## config.mk

```make
export PLATFORM = sky130hd
export DESIGN_NAME = adder_pipe_acc
export DESIGN_NICKNAME = d
export VERILOG_FILES = /design/src/rtl/adder_pkg.sv /design/src/rtl/adder_slice.sv /design/src/rtl/adder_pipe_acc.sv
export SDC_FILE = /design/constraint.sdc
export NUM_CORES = 1
export LEC_CHECK = 0
export ABC_AREA = 1
export ABC_CLOCK_PERIOD_IN_PS = 2810
export BUFFER_PORTS_ARGS = -buffer_cell sky130_fd_sc_hd__clkbuf_2
export CAP_MARGIN = 20
export CORE_ASPECT_RATIO = 1.4
export CORE_UTILIZATION = 40
export CTS_BUF_LIST = sky130_fd_sc_hd__clkbuf_4
export CTS_CLUSTER_SIZE = 8
export DETAILED_ROUTE_END_ITERATION = 12
export PLACE_DENSITY = 0.65
export SLEW_MARGIN = 10
export SYNTH_ARGS = -nofsm -noshare
export SYNTH_HDL_FRONTEND = slang
export SYNTH_SLANG_ARGS = --single-unit
```

## constraint.sdc

```tcl
create_clock -name Clk -period 2.81 [get_ports Clk]
set_clock_uncertainty 0.1 [all_clocks]
set_input_delay 0.281 -clock Clk [delete_from_list [all_inputs] [get_ports Clk]]
set_output_delay 0.281 -clock Clk [all_outputs]
set_load 0.01 [all_outputs]
```

## src/rtl/adder_pkg.sv

```systemverilog
// Shared definitions for the pipelined add/sub/accumulate unit.
// Holds the mode encodings and a small decode helper.
package adder_pkg;

  typedef enum logic [1:0] {
    MODE_ADD = 2'b00,
    MODE_SUB = 2'b01,
    MODE_ACC = 2'b10,
    MODE_CLR = 2'b11
  } mode_e;

  // ACC and CLR are the only modes that write the accumulator
  function automatic logic mode_writes_acc(
    input mode_e m
  );
    return m inside {MODE_ACC, MODE_CLR};
  endfunction

endpackage

```

## src/rtl/adder_slice.sv

```systemverilog
// One C-bit carry-chain slice of the pipelined adder.
// Pure combinational; the parent owns every pipeline register.
module adder_slice #(
  parameter int C = 4
) (
  input  logic [C-1:0] a,
  input  logic [C-1:0] b,
  input  logic         ci,
  output logic [C-1:0] s,
  output logic         co,
  output logic         c_msb_in
);

  logic [C:0] full;

  assign full = {1'b0, a}
              + {1'b0, b}
              + {{C{1'b0}}, ci};

  assign s  = full[C-1:0];
  assign co = full[C];

  // carry into the top bit, recovered from its sum bit
  assign c_msb_in = s[C-1] ^ a[C-1] ^ b[C-1];

endmodule

```

## src/rtl/adder_pipe_acc.sv

```systemverilog
// Pipelined add/sub/accumulate unit with valid/ready on both sides.
// Carry chain is split into STAGES registered slices of WIDTH/STAGES bits.
module adder_pipe_acc
  import adder_pkg::*;
#(
  parameter int WIDTH  = 8,
  parameter int STAGES = 2
) (
  input  logic             Clk,
  input  logic             Rst_n,
  input  logic             In_valid,
  output logic             In_ready,
  input  logic [1:0]       In_mode,
  input  logic [WIDTH-1:0] A,
  input  logic [WIDTH-1:0] B,
  input  logic             Cin,
  output logic             Out_valid,
  input  logic             Out_ready,
  output logic [WIDTH-1:0] Sum,
  output logic             Cout,
  output logic             Ovf,
  output logic [WIDTH-1:0] Acc
);

  localparam int C = WIDTH / STAGES;

  if ((STAGES < 1) || (STAGES > WIDTH) ||
      ((WIDTH % STAGES) != 0)) begin : g_bad_cfg
    $error("adder_pipe_acc: bad WIDTH/STAGES");
  end

  typedef struct packed {
    logic             v;
    logic             wr_acc;
    logic             c;
    logic [WIDTH-1:0] a;
    logic [WIDTH-1:0] b;
    logic [WIDTH-1:0] s;
  } beat_t;

  beat_t      beat_0;
  beat_t      st_in  [STAGES];
  beat_t      st_out [STAGES];
  logic       sl_co  [STAGES];
  logic       sl_cm  [STAGES];
  beat_t      last;
  logic       last_ovf;
  logic       stall;
  logic       acc_busy;
  mode_e      mode;

  logic             out_valid_q;
  logic [WIDTH-1:0] sum_q;
  logic             cout_q;
  logic             ovf_q;
  logic [WIDTH-1:0] acc_q;

  assign mode  = mode_e'(In_mode);
  assign stall = out_valid_q && !Out_ready;

  always_comb begin
    acc_busy = 1'b0;
    for (int k = 1; k < STAGES; k++) begin
      acc_busy = acc_busy |
                 (st_in[k].v & st_in[k].wr_acc);
    end
  end

  assign In_ready = !stall &&
                    !((mode == MODE_ACC) && acc_busy);

  // operand/carry selection happens once, at accept
  always_comb begin
    beat_0        = '0;
    beat_0.v      = In_valid && In_ready;
    beat_0.wr_acc = mode_writes_acc(mode);
    beat_0.a      = A;
    unique case (mode)
      MODE_ADD: begin
        beat_0.b = B;
        beat_0.c = Cin;
      end
      MODE_SUB: begin
        beat_0.b = ~B;
        beat_0.c = 1'b1;
      end
      MODE_ACC: beat_0.b = acc_q;
      MODE_CLR: beat_0.a = '0;
      default:  beat_0.a = '0;
    endcase
  end

  for (genvar k = 0; k < STAGES; k++) begin : g_stage
    logic [C-1:0] sl_s;
    beat_t        nxt;

    if (k == 0) begin : g_head
      assign st_in[k] = beat_0;
    end else begin : g_reg
      beat_t beat_q;
      always_ff @(posedge Clk or negedge Rst_n) begin
        if (!Rst_n) begin
          beat_q <= '0;
        end else if (!stall) begin
          beat_q <= st_out[k-1];
        end
      end
      assign st_in[k] = beat_q;
    end

    adder_slice #(
      .C(C)
    ) u_slice (
      .a        (st_in[k].a[k*C +: C]),
      .b        (st_in[k].b[k*C +: C]),
      .ci       (st_in[k].c),
      .s        (sl_s),
      .co       (sl_co[k]),
      .c_msb_in (sl_cm[k])
    );

    always_comb begin
      nxt              = st_in[k];
      nxt.s[k*C +: C]  = sl_s;
      nxt.c            = sl_co[k];
    end

    assign st_out[k] = nxt;
  end

  assign last     = st_out[STAGES-1];
  assign last_ovf = sl_co[STAGES-1] ^ sl_cm[STAGES-1];

  always_ff @(posedge Clk or negedge Rst_n) begin
    if (!Rst_n) begin
      out_valid_q <= 1'b0;
      sum_q       <= '0;
      cout_q      <= 1'b0;
      ovf_q       <= 1'b0;
      acc_q       <= '0;
    end else if (!stall) begin
      out_valid_q <= last.v;
      if (last.v) begin
        sum_q  <= last.s;
        cout_q <= last.c;
        ovf_q  <= last_ovf;
        if (last.wr_acc) begin
          acc_q <= last.s;
        end
      end
    end
  end

  assign Out_valid = out_valid_q;
  assign Sum       = sum_q;
  assign Cout      = cout_q;
  assign Ovf       = ovf_q;
  assign Acc       = acc_q;

endmodule
```

==> key figures <==
Power and ir drop
  – Logic pwr share: 36.4%
  – Sw frac: around 37%
  – Clock power frac: 20.3%
  – Switching pwr: between 0.6 and 0.7 mW
  – PwrDens: 833 nW/um^2
  – Internal power: around 1.1 mW
  – Flop pwr share: ~43%
  – Max VDD drop: 0.000270 V
  – Pleak: around 1.1 nW

Critical path
  – CP Class: register to register
  – Worst R2R Setup Slack: between 700 and 800 ps
  – R2R depth: 8
  – Worst path slowest cell: fa_1
  – CP Capture Type: register
  – Max stage delay on crit path: roughly 480 ps
  – WP buf/inv: 1
  – Critical Path AT: between 2000 and 2500 ps
  – Critical R2R Capture: g_stage[1].g_reg.beat_q[24]$_DFFE_PN0N_
  – Worst setup SP type: register
  – Worst r2r src: Acc[0]$_DFFE_PN0P_
  – CP cell instances: nand2_1 > o211ai_1 > fa_1 > fa_1 > nand2_1 > inv_1 > o21ai_0 > a21oi_1
  – Crit path max fanout: 3
  – CP required: ~2900 ps
  – Critical path's top delay family: adder cells

Clock tree
  – Htree depth: 2
  – Clk buf depth: 2
  – CTS sink count: 34
  – Total CTS buffers: 5
  – Root Driver: clkbuf_4
  – Register clock-pin slew on the reported worst setup and hold paths: roughly 100 ps
  – Post-cts resize count: 0
  – Worst-skew pair later-pin latency: between 300 and 400 ps
  – CTS tree: built

Yosys
  – Seq/Total Area, Yosys: around 47%
  – Post-synth design cell area: 1820 sq um
  – Simple-Gate Fraction of Synth Area: between 20 and 25%
  – Synthesized netlist cell count: 210
  – Multiplexer area fraction after synthesis: 0%
  – Warnings from Yosys: 0
  – Synthesized net count: 243
  – Main combinational cell family by area after synthesis: simple AND/OR/NAND/NOR gates
  – Post-synth top area share: a little under half
  – Post-synthesis register bit count: 34
  – Synth cell types: 27
  – Syn Area/Cell: approximately 8.7 sq um
  – Post-Synth Adder-Cell Area: under 10%
  – Synth top area cells: dfrtp_1 47%, nand2_1 12%, o21ai_1 5.2%
  – Synth area leader: dfrtp_1
  – Post-synthesis compound-gate area fraction: around 15%
  – XOR/XNOR share of the synthesized area: less than 1%

Finish
  – Diode count: 0
  – Multi-input gate area: 833 sq um
  – Layout cells sized above 1: around a quarter
  – Fin cells: roughly 320
  – Layout Area Growth over Synthesis: 18.6%
  – Reg area: approximately 850 sq um
  – Fin nets: a little under 300
  – Final instance area: between 2000 and 2500 sq um
  – # fillers: 450

Drt
  – Initial DRC count: 84
  – Via Count: about 1500
  – 1st-pass router iterations: 4
  – Detailed-route wire length: about 3800 um
  – Routed Antenna Nets: 0
  – Drt drc: 0
  – WL/cell: ~12 um
  – Via-to-Cell Ratio: about 4.7

Floorplan
  – Initial core utilization: a little over two fifths
  – Core Region: between 4000 and 5000 sq um
  – Die Y: 81.9 um
  – FP Rows: 28
  – Chip width: 59.1 um
  – Ports: 43
  – Die area: a little under 5000 sq um

Timing
  – Total negative slack: 0 ps
  – Final setup violation count: 0
  – Final min period: ~2100 ps
  – Worst-margin pin slew: ~830 ps
  – Hold slack: about 50 ps
  – Pins Over Slew Limit: 0
  – Part of the cycle the worst path needs: roughly three quarters
  – RSZ-0062 raised after global routing: false
  – Hold Vio Cnt, Final: 0
  – Fmax: roughly 500 MHz
  – Relative slew margins: between 40 and 50%
  – Setup slack after layout: around 750 ps

GRT
  – Antenna violations before repair: 0
  – Number of global-route vias before repair: between 1000 and 1500
  – Largest net degree at the start of global routing: 35
  – GRT overflow: 0
  – GRT Resource Usage Total: 18.7%
  – First-pass GRT wire length: 6560 um

Hold path
  – HP Start: In_valid
  – Hold path endpoint: g_stage[1].g_reg.beat_q[26]$_DFFE_PN0N_
  – Min-Delay Path Class: input pin to register
  – Hold-critical path depth: 3

Outcome
  – Outcome: complete, no violations

Placement
  – # port buffers: 42
  – Placed instance area: about 2100 sq um
  – Post-placement cell count: about 310
  – DPL Wire Length: between 2000 and 3000 um
  – Pre-CTS WS: 565 ps
  – GP Congestion: roughly 0.84

Job
  – Max-capacitance violation count: 0
-- worst max-delay path by stage --
stage,endpoint,from,slack [ps],cells past startpoint
after global placement,g_stage[1].g_reg.beat_q[24]$_DFFE_PN0N_,In_mode[0],620,10
after CTS,g_stage[1].g_reg.beat_q[24]$_DFFE_PN0N_,Acc[0]$_DFFE_PN0P_,750,8
after global routing,g_stage[1].g_reg.beat_q[24]$_DFFE_PN0N_,Acc[0]$_DFFE_PN0P_,630,8
after detailed placement,g_stage[1].g_reg.beat_q[24]$_DFFE_PN0N_,In_mode[0],560,10
after floorplan,g_stage[1].g_reg.beat_q[24]$_DFFE_PN0N_,Acc[0]$_DFFE_PN0P_,850,8
final,g_stage[1].g_reg.beat_q[24]$_DFFE_PN0N_,Acc[0]$_DFFE_PN0P_,750,8
-- registers in the layout, indices dropped and copies added, names as in the netlist --
signal and count:
Acc 8, Cout 1, Out_valid 1, Ovf 1, Sum 8, g_stage.g_reg.beat_q 15
-- repair_timing --
action                                 in CTS  in global routing
endpoints found under the hold margin      34                  0
hold buffers                                1                  0
setup buffers                               0                  0
-- synth_stat cells (all sizes together) --
cell and instances:
inv 26, nand3b 1, buf 4, xnor2 1
or2 1, nor2 14, fa 4, o22ai 1
nand3 9, dfrtp 34, a31oi 2, ha 6
nand4 1, a21oi 8, nand2 62, o211ai 4
o21ai 32
-- tightest hold or removal path, cell delays in order --
cell and delay [ps]:
clkbuf_2 70, nand2_1 40, o21ai_1 60
-- per-layer routing --
layer | share of wire, % | up-vias | GRT usage [%]
met5 | 0 | - | 0
met4 | 1.8 | 0 | 8.81
met3 | 3.7 | 6 | 4.25
met2 | 48 | 41 | 29.0
met1 | 46 | 685 | 24.6
li1 | - | 772 | -
-- power groups by stage --
stage	Clock [mW]	Sequential, mW	Combinational (mW)
2_1_floorplan	0	0.822	0.389
3_3_place_gp	0	0.789	0.648
3_5_place_dp	0	0.792	0.663
4_1_cts	0.378	0.782	0.668
5_1_grt	0.402	0.804	0.757
6_report	0.366	0.780	0.655
-- cells in the final DEF (no fill, tap or decap), drive strengths merged --
| master | instances |
|---|---|
| inv | 26 |
| bufinv | 1 |
| xnor2 | 1 |
| nand3 | 9 |
| nand2 | 62 |
| nand3b | 1 |
| dlygate4sd3 | 1 |
| a21oi | 8 |
| fa | 4 |
| clkbuf | 49 |
| nand4 | 1 |
| o22ai | 1 |
| ha | 6 |
| o21ai | 32 |
| dfrtp | 34 |
| nor2 | 14 |
| a31oi | 2 |
| o211ai | 4 |
| or2 | 1 |
-- cells by family after synthesis --
family / count (synthesis)
xor+xnor: 1
fa+ha+maj: 10
simple gates: 88
flops: 34
compound gates: 47
buf+inv: 30
-- final cells by class --
type | instances | area share, %
Inverter | 26 | 4.63
Multi-Input combinational cell | 146 | 38.5
Clock buffer | 7 | 2.43
Timing Repair Buffer | 43 | 10.2
Tap cell | 60 | 3.47
Clock inverter | 1 | 1.39
Sequential cell | 34 | 39.4
-- metrics by stage --
step	utilization (%)	power [mW]
floorplan	-	1.21
global placement	48.0	1.44
finish	50.2	1.80
global route	50.2	1.96
CTS	50.2	1.83
detailed placement	48.0	1.45
(Power assumes the default switching activity.)
